==> src/rtl/mips_bus_arbiter.sv <==
// Multi-channel memory bus arbiter: grants one requester at a time, forwards it to a stallable bus.
// Define ARB_ROUND_ROBIN_EN for round-robin arbitration; default build uses fixed priority.
module mips_bus_arbiter #(
    parameter int unsigned N_CH    = 2,
    parameter int unsigned AW      = 32,
    parameter int unsigned DW      = 32,
    parameter int unsigned TIMEOUT = 255
) (
    input  logic                   clk,
    input  logic                   reset,
    input  logic [N_CH-1:0]        ch_read,
    input  logic [N_CH-1:0]        ch_write,
    input  logic [N_CH*AW-1:0]     ch_address,
    input  logic [N_CH*DW-1:0]     ch_writedata,
    input  logic [N_CH*DW/8-1:0]   ch_byteenable,
    output logic [N_CH-1:0]        ch_ready,
    output logic                   ch_error,
    output logic [DW-1:0]          ch_readdata,
    output logic [AW-1:0]          address,
    output logic                   read,
    output logic                   write,
    output logic [DW-1:0]          writedata,
    output logic [DW/8-1:0]        byteenable,
    input  logic                   waitrequest,
    input  logic [DW-1:0]          readdata,
    output logic                   busy
);

    localparam int unsigned IW = (N_CH > 1) ? $clog2(N_CH) : 1;
    localparam int unsigned BW = DW / 8;
    localparam logic [15:0] ToLast = 16'(TIMEOUT - 1);

    typedef enum logic [1:0] {StIdle, StIssue, StDone} state_e;

    state_e          state_q, state_d;
    logic [IW-1:0]   grant_q;
    logic [AW-1:0]   addr_q;
    logic [DW-1:0]   wdata_q;
    logic [BW-1:0]   be_q;
    logic            wr_q;
    logic [15:0]     cnt_q;
    logic            err_q;
    logic [DW-1:0]   rdata_q;

    logic [N_CH-1:0] cand;
    logic            any_cand;
    logic [IW-1:0]   win;
    logic [N_CH-1:0] cand_sh;
    logic [AW-1:0]   addr_sel;
    logic [DW-1:0]   wdata_sel;
    logic [BW-1:0]   be_sel;
    logic            wr_sel;
    logic            grant_en;
    logic            timeout_hit;

    assign cand     = ch_read | ch_write;
    assign any_cand = |cand;
    assign grant_en = (state_q == StIdle) && any_cand;

`ifdef ARB_ROUND_ROBIN_EN
    logic [IW-1:0] ptr_q;
    int unsigned   idx;
    logic          found;

    // Scan starts just after the last-granted channel and wraps.
    always_comb begin
        win     = '0;
        found   = 1'b0;
        idx     = 0;
        cand_sh = '0;
        for (int unsigned off = 1; off <= N_CH; off++) begin
            idx     = (int'(ptr_q) + off) % N_CH;
            cand_sh = cand >> idx;
            if (!found && cand_sh[0]) begin
                found = 1'b1;
                win   = IW'(idx);
            end
        end
    end

    always_ff @(posedge clk or posedge reset) begin
        if (reset) begin
            ptr_q <= IW'(N_CH - 1);
        end else if (grant_en) begin
            ptr_q <= win;
        end
    end
`else
    always_comb begin
        win     = '0;
        cand_sh = '0;
        for (int i = N_CH - 1; i >= 0; i--) begin
            cand_sh = cand >> i;
            if (cand_sh[0]) begin
                win = IW'(i);
            end
        end
    end
`endif

    assign addr_sel  = AW'(ch_address >> (int'(win) * AW));
    assign wdata_sel = DW'(ch_writedata >> (int'(win) * DW));
    assign be_sel    = BW'(ch_byteenable >> (int'(win) * BW));
    // A simultaneous read+write on one channel is performed as the write.
    assign wr_sel    = |(ch_write & (N_CH'(1) << win));

    assign timeout_hit = (state_q == StIssue) && waitrequest && (cnt_q == ToLast);

    always_ff @(posedge clk or posedge reset) begin
        if (reset) begin
            state_q <= StIdle;
        end else begin
            state_q <= state_d;
        end
    end

    always_comb begin
        state_d = state_q;
        unique case (state_q)
            StIdle:  if (any_cand) state_d = StIssue;
            StIssue: if (!waitrequest || timeout_hit) state_d = StDone;
            StDone:  state_d = StIdle;
            default: state_d = StIdle;
        endcase
    end

    always_ff @(posedge clk or posedge reset) begin
        if (reset) begin
            grant_q <= '0;
            addr_q  <= '0;
            wdata_q <= '0;
            be_q    <= '0;
            wr_q    <= 1'b0;
            cnt_q   <= '0;
            err_q   <= 1'b0;
            rdata_q <= '0;
        end else if (grant_en) begin
            grant_q <= win;
            addr_q  <= addr_sel;
            wdata_q <= wdata_sel;
            be_q    <= be_sel;
            wr_q    <= wr_sel;
            cnt_q   <= '0;
            err_q   <= 1'b0;
        end else if (state_q == StIssue) begin
            if (timeout_hit) begin
                err_q   <= 1'b1;
                rdata_q <= '0;
            end else if (waitrequest) begin
                cnt_q <= cnt_q + 16'd1;
            end else if (!wr_q) begin
                rdata_q <= readdata;
            end
        end
    end

    always_comb begin
        address     = addr_q;
        writedata   = wdata_q;
        byteenable  = be_q;
        ch_readdata = rdata_q;
        read        = (state_q == StIssue) && !wr_q;
        write       = (state_q == StIssue) && wr_q;
        busy        = (state_q != StIdle);
        ch_ready    = (state_q == StDone) ? (N_CH'(1) << grant_q) : '0;
        ch_error    = (state_q == StDone) && err_q;
    end

endmodule

==> config.mk <==
export PLATFORM = sky130hd
export DESIGN_NAME = mips_bus_arbiter
export DESIGN_NICKNAME = d
export VERILOG_FILES = /design/src/rtl/mips_bus_arbiter.sv
export SDC_FILE = /design/constraint.sdc
export NUM_CORES = 1
export LEC_CHECK = 0
export ABC_AREA = 1
export BUFFER_PORTS_ARGS = -buffer_cell sky130_fd_sc_hd__buf_2
export CAP_MARGIN = 20
export CORE_AREA = 8 8 116 118
export CTS_BUF_LIST = sky130_fd_sc_hd__clkbuf_2
export CTS_CLUSTER_SIZE = 40
export DETAILED_ROUTE_END_ITERATION = 8
export DIE_AREA = 0 0 124 126
export PLACE_DENSITY = 0.83
export SLEW_MARGIN = 20
export SYNTH_ARGS = -nofsm -noshare
export SYNTH_HDL_FRONTEND = slang
export SYNTH_SLANG_ARGS = --single-unit
==> constraint.sdc <==
create_clock -name clk -period 8.9 [get_ports clk]
set_input_delay 2.67 -clock clk [delete_from_list [all_inputs] [get_ports clk]]
set_output_delay 2.67 -clock clk [all_outputs]
set_load 0.05 [all_outputs]
==> metrics.md <==
| Metric | Value |
|---|---|
| Vias post-DR | `5980` |
| Pre-Repair DR Iteration Count | `8` |
| Min Hold Slack | `493 ps` |
| Post-synth top area cell | `dfrtp_1` |
| Worst Path Max Fanout | `3` |
| Sequential-to-total area share from yosys stat | `51.7%` |
| DRC Markers | `0` |
| Largest net degree at the start of global routing | `75` |
| Inserted Diodes | `0` |
| DR vias/cell | `5.13` |
| Initial antenna violation count | `3` |
| Clock sinks | `121` |
| Number of synthesized register bits | `121` |
| Root buf cell | `clkbuf_2` |
| CP Launch Type | `register` |
| Status | `finished, final reports clean` |
| Yosys cell types | `24` |
| Slew Limit Fails | `0` |
| Worst setup path class | `register to output pin` |
| WP data arrival | `1850 ps` |
| Post-Route WL | `18700 microns` |
| Syn-to-layout area delta | `28.6%` |
| Syn Inst Count | `747` |
| DIE HEIGHT | `126 microns` |
| Yosys warns | `0` |
| Clock skew after layout | `34.3 ps` |
| Synth Flop Type | `dfrtp_1` |
| FP Rows | `40` |
| Clk pin slew, worst setup/hold paths | `190 ps` |
| Antenna-violating nets left | `0` |
| Ratio of cells with drive above 1 in the final layout | `32.2%` |
| Nets@finish | `1183` |
| Core Region | `11700 sq um` |
| Synthesized Nets | `924` |
| First-pass GRT wire length | `29400 microns` |
| I/O pin total | `281` |
| Core Util, Final | `64.3%` |
| Clock latency on the worst-skew pair | `630 ps` |
| Slew @ Worst Pin | `978 ps` |
| Count of input and output buffers | `280` |
| MaxCap Viol Count | `0` |
| Drt wl/cell | `16.0 microns` |
| Endpoint class of the critical path | `output pin` |
| Commonest cells post-synth | `nand2_1, nor2_1, dfrtp_1` |
| TritonCTS Buffers | `17` |
| Worst path slowest cell | `dfrtp_1` |
| Number of H-tree levels | `4` |
| PostCTS Resize Cnt | `0` |
| Crit-path cells | `nor2_1 -> inv_1 -> nor2_1 -> buf_2` |
| Die area | `15600 sq um` |
| Maximum VDD drop | `0.300 mV` |
| Clock Tree Buf Depth | `2` |
| Synth Cell Area | `5850 sq um` |
| Fin crit period | `4520 ps` |
| Dominant cells by area after synthesis | `dfrtp_1, nand2_1, o21ai_0` |
| Req. time, crit path | `6230 ps` |
| CTS tree | `done` |
| HP Class | `register to register` |
| RD Place Congestion | `0.839` |
| Post-synth EDFFs | `0` |
| DP Wirelength | `13500 microns` |
| GR Util All Layers | `23.6%` |
| Post-route setup TNS | `0 ps` |
| Share of flip-flops with an asynchronous set or reset | `100%` |
| GRT overflow | `0` |
| Vias in the first global route | `5908` |
| Most numerous cell in the Yosys netlist | `nand2_1` |
| Final Setup Violations | `0` |
| Post-CTS setup buffer count | `0` |
| Pwr Density | `395 nW/um^2` |
| Cts hold-fix bufs | `0` |
| Fin. Hold Viols | `0` |
| RSZ-0062 raised after global routing | `false` |
| Slew HR | `34.8%` |
| Leakage | `4.12 nW` |
| Final cycle utilization of the critical path | `50.8%` |
| Iter 0 DRT Violations | `440` |
| Starting Density | `50.0%` |
| Max stage delay on crit path | `440 ps` |
| Synth top area share | `51.7%` |
| Die X | `124 microns` |
| Fmax | `221 MHz` |
| Most frequent CP cell | `nor2_1` |
| Syn Area/Cell | `7.84 sq um` |
==> sequential cells by signal, summed over array words and instances (netlist names) <==
register     cells
wr_q             1
err_q            1
writedata       32
ch_readdata     32
cnt_q           16
grant_q          1
byteenable       4
address         32
state_q          2
==> through the flow <==
stage	total power [mW]	setup slack, ps	area, sq um	instances
floorplan	2.17	3020	5850	747
global placement	2.57	4160	7250	1134
detailed placement	2.60	4090	7250	1134
CTS	2.99	4330	7530	1166
global route	3.14	4240	7530	1166
finish	2.97	4380	7530	1166
==> layout make-up <==
| cell class | instances | area [sq um] |
|---|---|---|
| Clock buffer | 19 | 95.1 |
| Tap cell | 147 | 184 |
| Sequential cell | 121 | 3030 |
| Clock inverter | 13 | 178 |
| Timing Repair Buffer | 284 | 1430 |
| Inverter | 58 | 220 |
| Fill cell | 1059 | 4190 |
| Multi-Input combinational cell | 524 | 2390 |
==> final timing paths <==
kind	from	to	slack (ps)	depth (start not counted)
max	state_q[1]	write	4380	4
min	ch_readdata[10]	ch_readdata[10]	490	2
max reg2reg	cnt_q[0]	ch_readdata[22]	6170	9
min reg2reg	ch_readdata[10]	ch_readdata[10]	490	2
max in group asynchronous	reset	writedata[12]	5430	3
min in group asynchronous	reset	ch_readdata[24]	2110	2
==> per-layer routing <==
metal	global-route usage [%]	routed length (microns)
met4	8.33	376
met2	40.1	9580
met1	26.6	6980
met3	8.40	1720
met5	0	36
==> report_power, final <==
part           total, mW  internal [mW]  switching, mW
combinational       1.67          0.348           1.32
sequential         0.909          0.780          0.129
clock              0.394          0.185          0.210
==> cell families after synthesis <==
kind of cell,Yosys count,share of synthesized area [%]
adders and majority gates,2,0.427
AOI/OAI and AO/OA,156,14.0
DFF,121,51.7
and+or+nand+nor,354,24.4
buffers and inverters,102,7.65
xor gates and xnor gates,12,1.80
==> critical path: cells and delay by family, from the launching register on <==
family | cells | cell delay, ps
buffers and inverters | 2 | 420
and+or+nand+nor | 2 | 360
DFF | 1 | 440
==> cell usage in the layout, fill, tap and decap left out, types with 4 or more instances in the layout <==
cell	n
buf_2	280
nand2_1	169
nor2_1	126
dfrtp_1	121
o21ai_0	98
inv_1	51
nand3_1	51
o21ai_1	49
clkbuf_2	19
xor2_1	11
inv_2	6
bufinv_16	4
buf_4	4
Power figures use the tool's default switching activity.
